<file path="src/rtl/ttl_xor_accumulator.sv">
`default_nettype none
// ============================================================================
//  Module   : ttl_xor_accumulator
//  Purpose  : WIDTH-bit XOR datapath with result register. Supports parallel
//             word XOR (Y = A ^ B), running accumulate (Y = Y ^ A) and a
//             bit-serial XOR of two LSB-first streams.
//  Revision : 1.0  initial release
// ============================================================================
module ttl_xor_accumulator #(
    parameter int WIDTH             = 32,
    parameter int PROPAGATION_DELAY = 22
) (
    input  logic             clk,
    input  logic             reset_n,
    input  logic             start,
    input  logic             load,
    input  logic             accumulate,
    input  logic [WIDTH-1:0] A,
    input  logic [WIDTH-1:0] B,
    input  logic             SA,
    input  logic             SB,
    output logic [WIDTH-1:0] Y,
    output logic             PARITY,
    output logic             ZERO,
    output logic             BUSY,
    output logic             DONE
);

    localparam int                 c_CNT_W    = (WIDTH > 1) ? $clog2(WIDTH) : 1;
    localparam logic [c_CNT_W-1:0] c_CNT_LAST = c_CNT_W'(WIDTH - 1);

    localparam logic [1:0] c_ST_IDLE  = 2'd0;
    localparam logic [1:0] c_ST_SHIFT = 2'd1;
    localparam logic [1:0] c_ST_DONE  = 2'd2;

    // Reject parameter values the datapath cannot represent.
    generate
        if (WIDTH < 2) begin : g_width_check
            $error("ttl_xor_accumulator: WIDTH must be at least 2");
        end
        if (PROPAGATION_DELAY < 0) begin : g_delay_check
            $error("ttl_xor_accumulator: PROPAGATION_DELAY must be non-negative");
        end
    endgenerate

    logic [1:0]         r_state;
    logic [c_CNT_W-1:0] r_cnt;
    logic [WIDTH-1:0]   r_y;

    // Control FSM, bit counter and result register; reset wins over all inputs.
    always_ff @(posedge clk) begin
        if (!reset_n) begin
            r_state <= c_ST_IDLE;
            r_cnt   <= '0;
            r_y     <= '0;
        end else begin
            case (r_state)
                c_ST_IDLE: begin
                    // start > load > accumulate; only one command per edge.
                    if (start) begin
                        r_y     <= '0;
                        r_cnt   <= '0;
                        r_state <= c_ST_SHIFT;
                    end else if (load) begin
                        r_y <= A ^ B;
                    end else if (accumulate) begin
                        r_y <= r_y ^ A;
                    end
                end
                c_ST_SHIFT: begin
                    // New bit enters at the MSB so the first (LSB) bit ends at bit 0.
                    r_y <= {SA ^ SB, r_y[WIDTH-1:1]};
                    if (r_cnt == c_CNT_LAST) begin
                        r_cnt   <= '0;
                        r_state <= c_ST_DONE;
                    end else begin
                        r_cnt <= r_cnt + 1'b1;
                    end
                end
                c_ST_DONE: begin
                    // Single result cycle; commands seen here are dropped.
                    r_state <= c_ST_IDLE;
                end
                default: begin
                    r_state <= c_ST_IDLE;
                    r_cnt   <= '0;
                end
            endcase
        end
    end

    assign Y      = r_y;
    assign PARITY = ^r_y;
    assign ZERO   = (r_y == '0);
    assign BUSY   = (r_state == c_ST_SHIFT);
    assign DONE   = (r_state == c_ST_DONE);

endmodule
`default_nettype wire

</file>
<file path="config.mk">
export PLATFORM = sky130hd
export DESIGN_NAME = ttl_xor_accumulator
export DESIGN_NICKNAME = d
export VERILOG_FILES = /design/src/rtl/ttl_xor_accumulator.sv
export SDC_FILE = /design/constraint.sdc
export NUM_CORES = 1
export LEC_CHECK = 0
export ABC_AREA = 1
export BUFFER_PORTS_ARGS = -buffer_cell sky130_fd_sc_hd__buf_2
export CORE_MARGIN = 2
export CORE_UTILIZATION = 51
export DETAILED_ROUTE_END_ITERATION = 8
export GPL_TIMING_DRIVEN = 0
export PLACE_DENSITY = 0.9
export SKIP_CTS_REPAIR_TIMING = 1
export SYNTH_ARGS = -nofsm -noshare
export SYNTH_HDL_FRONTEND = slang
export SYNTH_SLANG_ARGS = --single-unit
</file>
<file path="constraint.sdc">
create_clock -name clk -period 2 [get_ports clk]
set_input_delay 0.3 -clock clk [delete_from_list [all_inputs] [get_ports clk]]
set_output_delay 0.3 -clock clk [all_outputs]
set_load 0.01 [all_outputs]
</file>
---- Word-level counts from Yosys, hierarchy flattened ----
Index checks and enable logic that the tools add are counted.
word-level totals
  register bits after elaboration ......... 39
  bits of input ports ..................... 71
cells by class
  mux-type cells .......................... 10
  bitwise logic cells ..................... 4
  reduce and logical (&&, ||, !) cells .... 7
  equality and inequality tests ........... 6
  add/subtract/negate cells ............... 1
operators by type and width
  operator               count
  $mux W32               3
  $pmux W32 S2           1
  $xor A32 B32 Y32       2
  $logic_not A32 Y1      1
  $reduce_xor A32 Y1     1
  $pmux W5 S3            1
  $mux W5                2
  $reduce_and A2 Y1      3
  $add A5 B1 Y5 const B  1
  $eq A5 B5 Y1 const B   1
  $mux W2                2
  $ne A4 B4 Y1 const B   1
  $pmux W2 S2            1
  $eq A2 B1 Y1 const B   1
  $eq A2 B2 Y1 const B   1
  $logic_not A2 Y1       1
  $ne A2 B1 Y1 const B   1
  $ne A2 B2 Y1 const B   1
  $reduce_bool A2 Y1     1
  $not A1 Y1             1
  $xor A1 B1 Y1          1

---- Logic depth before layout (Yosys ltp) ----
  depth after elaboration ................. 5
  mapped depth ............................ 12
  gate-level depth less buffers ........... 12

---- Least setup slack after synthesis ----
No wires, ideal clock.
  path kind ............................... reg-to-output
  start ................................... reg r_y[18] (netlist: Y[18])
  end ..................................... out PARITY
  path slack .............................. 0.365 ns
  data required time ...................... 1.700 ns
  arrival ................................. 1.335 ns
  path buffers ............................ 0
  cell stages (with the launch flop) ...... 13
  cell sequence ........................... dfxtp_1 inv_1 ha_1 nor2_1 inv_1 nand2_1 nand2_1 nand2_1 nand2_1 nand2_1 inv_1 nand2_1 nand2_1
on the way
  word-level cells in the longest chain between the ends .. 1
RTL lines
  item                      line  text
  start: declaration        48    logic [WIDTH-1:0] r_y;
  start signal: assignment  65    r_y <= A ^ B;
  start signal: assignment  67    r_y <= r_y ^ A;
  start signal: assignment  72    r_y <= {SA ^ SB, r_y[WIDTH-1:1]};
  $reduce_xor A32 Y1        93    assign PARITY = ^r_y;
  end: declaration          23    output logic PARITY,
No other way between the ends.

---- Worst setup path after layout ----
  start ................................... reg r_y[17] (netlist: Y[17])
  end ..................................... out PARITY
The elaborated chain is that of the path after synthesis.

==> out/results.ini <==
[clocking]
htree_levels=2
numCtsBuffers=5
clock_tree_from_tritoncts=done
clock_transition_at_path_regs_ns=0.08
cts.root.buffer_cell=clkbuf_8
cts_num_sinks=39
max_buffers_root_to_sink=2
worst_skew_pair.late_latency_ns=0.30

[yosys]
ys.flop_type=dfxtp_1
asyncSetResetFlopFracSynth_pct=0
post_synth_most_frequent_cells=nand2_1 (154), a21oi_1 (65), inv_1 (48)
synth_top_cell_by_area=dfxtp_1
netlist_top_cells_area=dfxtp_1 (24%), nand2_1 (18%), a21oi_1 (10%)
share_of_the_synthesized_area_in_the_top_cell_type_pct=24.38
post-synth-top-count-cell=nand2_1
synth_seq_cells=39
seq_area_frac_synth_pct=24.38
synthesis.nets=609
post_synth_instance_area_um2=3202
postSynthAreaPerCell_um2=6.157
netlist_instances=520
synth_enable_flop_cells=0
yosys_warnings=0
cell_variety_after_synth=28

[drt]
drt-wirelength-per-cell_um=14.90
ratio_of_routed_vias_to_standard_cells=5.654
drt_first_pass_iters=6
detailedRoute.firstIterationViolations=260
drc_errors=0
routed_wirelength_um=10580
num_vias=4014
antenna_left=0

[status]
run_status=finished with violations
violations=setup timing

[critical_path]
timing.critical_path.from=Y[17]
setup.reg_to_reg.worst_slack_ns=0.38
timing.setup.critical_path_class=register to output port
crit_path_max_fanout=4
worst_r2r_path_depth=7
timing.rr.start=r_cnt[0]
startpoint_type=register
critPathArrivalTime_ns=1.78
rr_endpoint=r_cnt[3]
timing.critical_path.required_ns=1.70
critPathCaptureType=output port
critical_path.endpoint=PARITY

[sta]
final-max-slew-violation-count=0
hold-worst-slack_ns=0.3337
rsz_0062_raised_after_global_routing=true
fin_worst_skew_ns=0.004423
finalWorstSetupSlack_ns=-0.07815
hold_violations=0
worst_slew_margin_rel_pct=63.23
period_share_pct=103.9
worstMarginPinSlew_ns=0.5516
max_clock_freq_mhz=481.2
timing.final.setup_violations=1
setup-tns-final_ns=-0.07815
finalWorstPathRequiredPeriod_ns=2.078

[global_routing]
grt_pass1_wl_um=15620
grt_usage_pct=26.91
grt_overflow=0
first_global_vias=3660
grt_antenna_before_repair=0
grt_start_max_net_pins=13

[layout]
post_layout_nonfiller_instances=710
area.growth.synth_to_final_pct=32.86
post_route_cells_drive_above_1_share_pct=36.06
finish.net_count=723
antenna-diode-count=0
finished_layout_cell_area_um2=4254
finalCoreUtilization_pct=71.01

[placement]
placed_cells=699
post-place-ws_ns=0.1918
globalplace.congestion=0.8673
dpl_cell_area_um2=3816
dpl.hpwl_um=7123
port-buffer-count=104

[pwr]
power_leakage_nw=1.999
sum_of_internal_switching_and_leakage_power_mw=2.641
worst_ir_drop_vdd_v=0.0004935
power_density_nw_per_um2=620.9

[floorplanning]
chipHeight_um=83.24
full_die_area_um2=6928
row_count=28
placeableCoreArea_um2=5991
design.portCount=107
initial_utilization_pct=53.45
fp.dieW_um=83.24

[min_path]
timing.hold.worst.class=input port to register

[run]
max_cap_viol_count=0

[critical path, cell delays in order (launching register included)]
cell and delay [ns]:
dfxtp_2 0.34, inv_2 0.06, ha_4 0.25, nor2_4 0.13, inv_2 0.04, nand2_2 0.08, nand2_1 0.08, nand2_1 0.07
nand2_1 0.05, nand2_1 0.08, inv_1 0.04, nand2_1 0.05, nand2_1 0.06, buf_2 0.14
[where the power goes]
part | switching, mW | leakage, nW | internal [mW] | total [mW]
combinational | 0.691 | 1.62 | 0.511 | 1.20
sequential | 0.0415 | 0.330 | 0.842 | 0.883
clock | 0.317 | 0.0477 | 0.240 | 0.557
total | 1.05 | 2.00 | 1.59 | 2.64
[flip-flops by register name, summed over array words and instances (netlist names)]
| register | count |
|---|---|
| r_state | 2 |
| r_cnt | 5 |
| Y | 32 |
[worst min path at each step]
stage | startpoint | to | slack (ns) | cells past startpoint
after global placement | r_cnt[0] | r_cnt[0] | 0.48 | 2
after floorplan | r_cnt[0] | r_cnt[0] | 0.47 | 2
after detailed placement | r_cnt[0] | r_cnt[0] | 0.50 | 2
after global routing | A[11] | Y[11] | 0.36 | 4
final | A[22] | Y[22] | 0.33 | 4
after CTS | A[21] | Y[21] | 0.33 | 4
[layout by cell type, fill, tap and decap left out, types with 3 or more instances in the layout]
master	netlist	layout
a21oi_1	65	65
buf_2	11	115
buf_4	4	7
clkbuf_1	10	10
clkbuf_8	0	5
clkinv_2	0	3
dfxtp_1	39	12
dfxtp_2	0	27
ha_4	0	16
inv_1	48	15
inv_2	2	33
nand2_1	154	148
nand2_2	1	7
nand4_1	4	4
nor2_1	42	40
nor3_1	5	5
o211ai_1	32	32
o21ai_0	25	25
o21ai_1	8	8
or2_0	12	12
or2_1	19	19
xnor2_2	0	5
xor2_2	0	4
[metal layers]
layer	part of all wire [%]	vias up	global-route usage (%)
met5	0	-	0
met4	3.8	0	12.67
met3	8.2	46	4.970
met2	49	222	46.19
met1	39	1808	32.32
li1	-	1938	-
[logic make-up after synthesis]
group                      after synthesis  synth area share [%]
and+or+nand+nor                        243                 32.24
AOI/OAI and AO/OA                      134                 23.80
buffers and inverters                   76                 9.808
DFF                                     39                 24.38
adders and majority gates               18                 7.034
xor gates and xnor gates                10                 2.735
[cell type report]
class | count | area [um2]
Buffer | 26 | 126.4
Clock buffer | 5 | 68.82
Clock inverter | 3 | 15.01
Fill cell | 479 | 1737
Inverter | 50 | 192.7
Multi-Input combinational cell | 405 | 2400
Sequential cell | 39 | 814.5
Tap cell | 75 | 93.84
Timing Repair Buffer | 107 | 543.0
(Power assumes the default switching activity.)
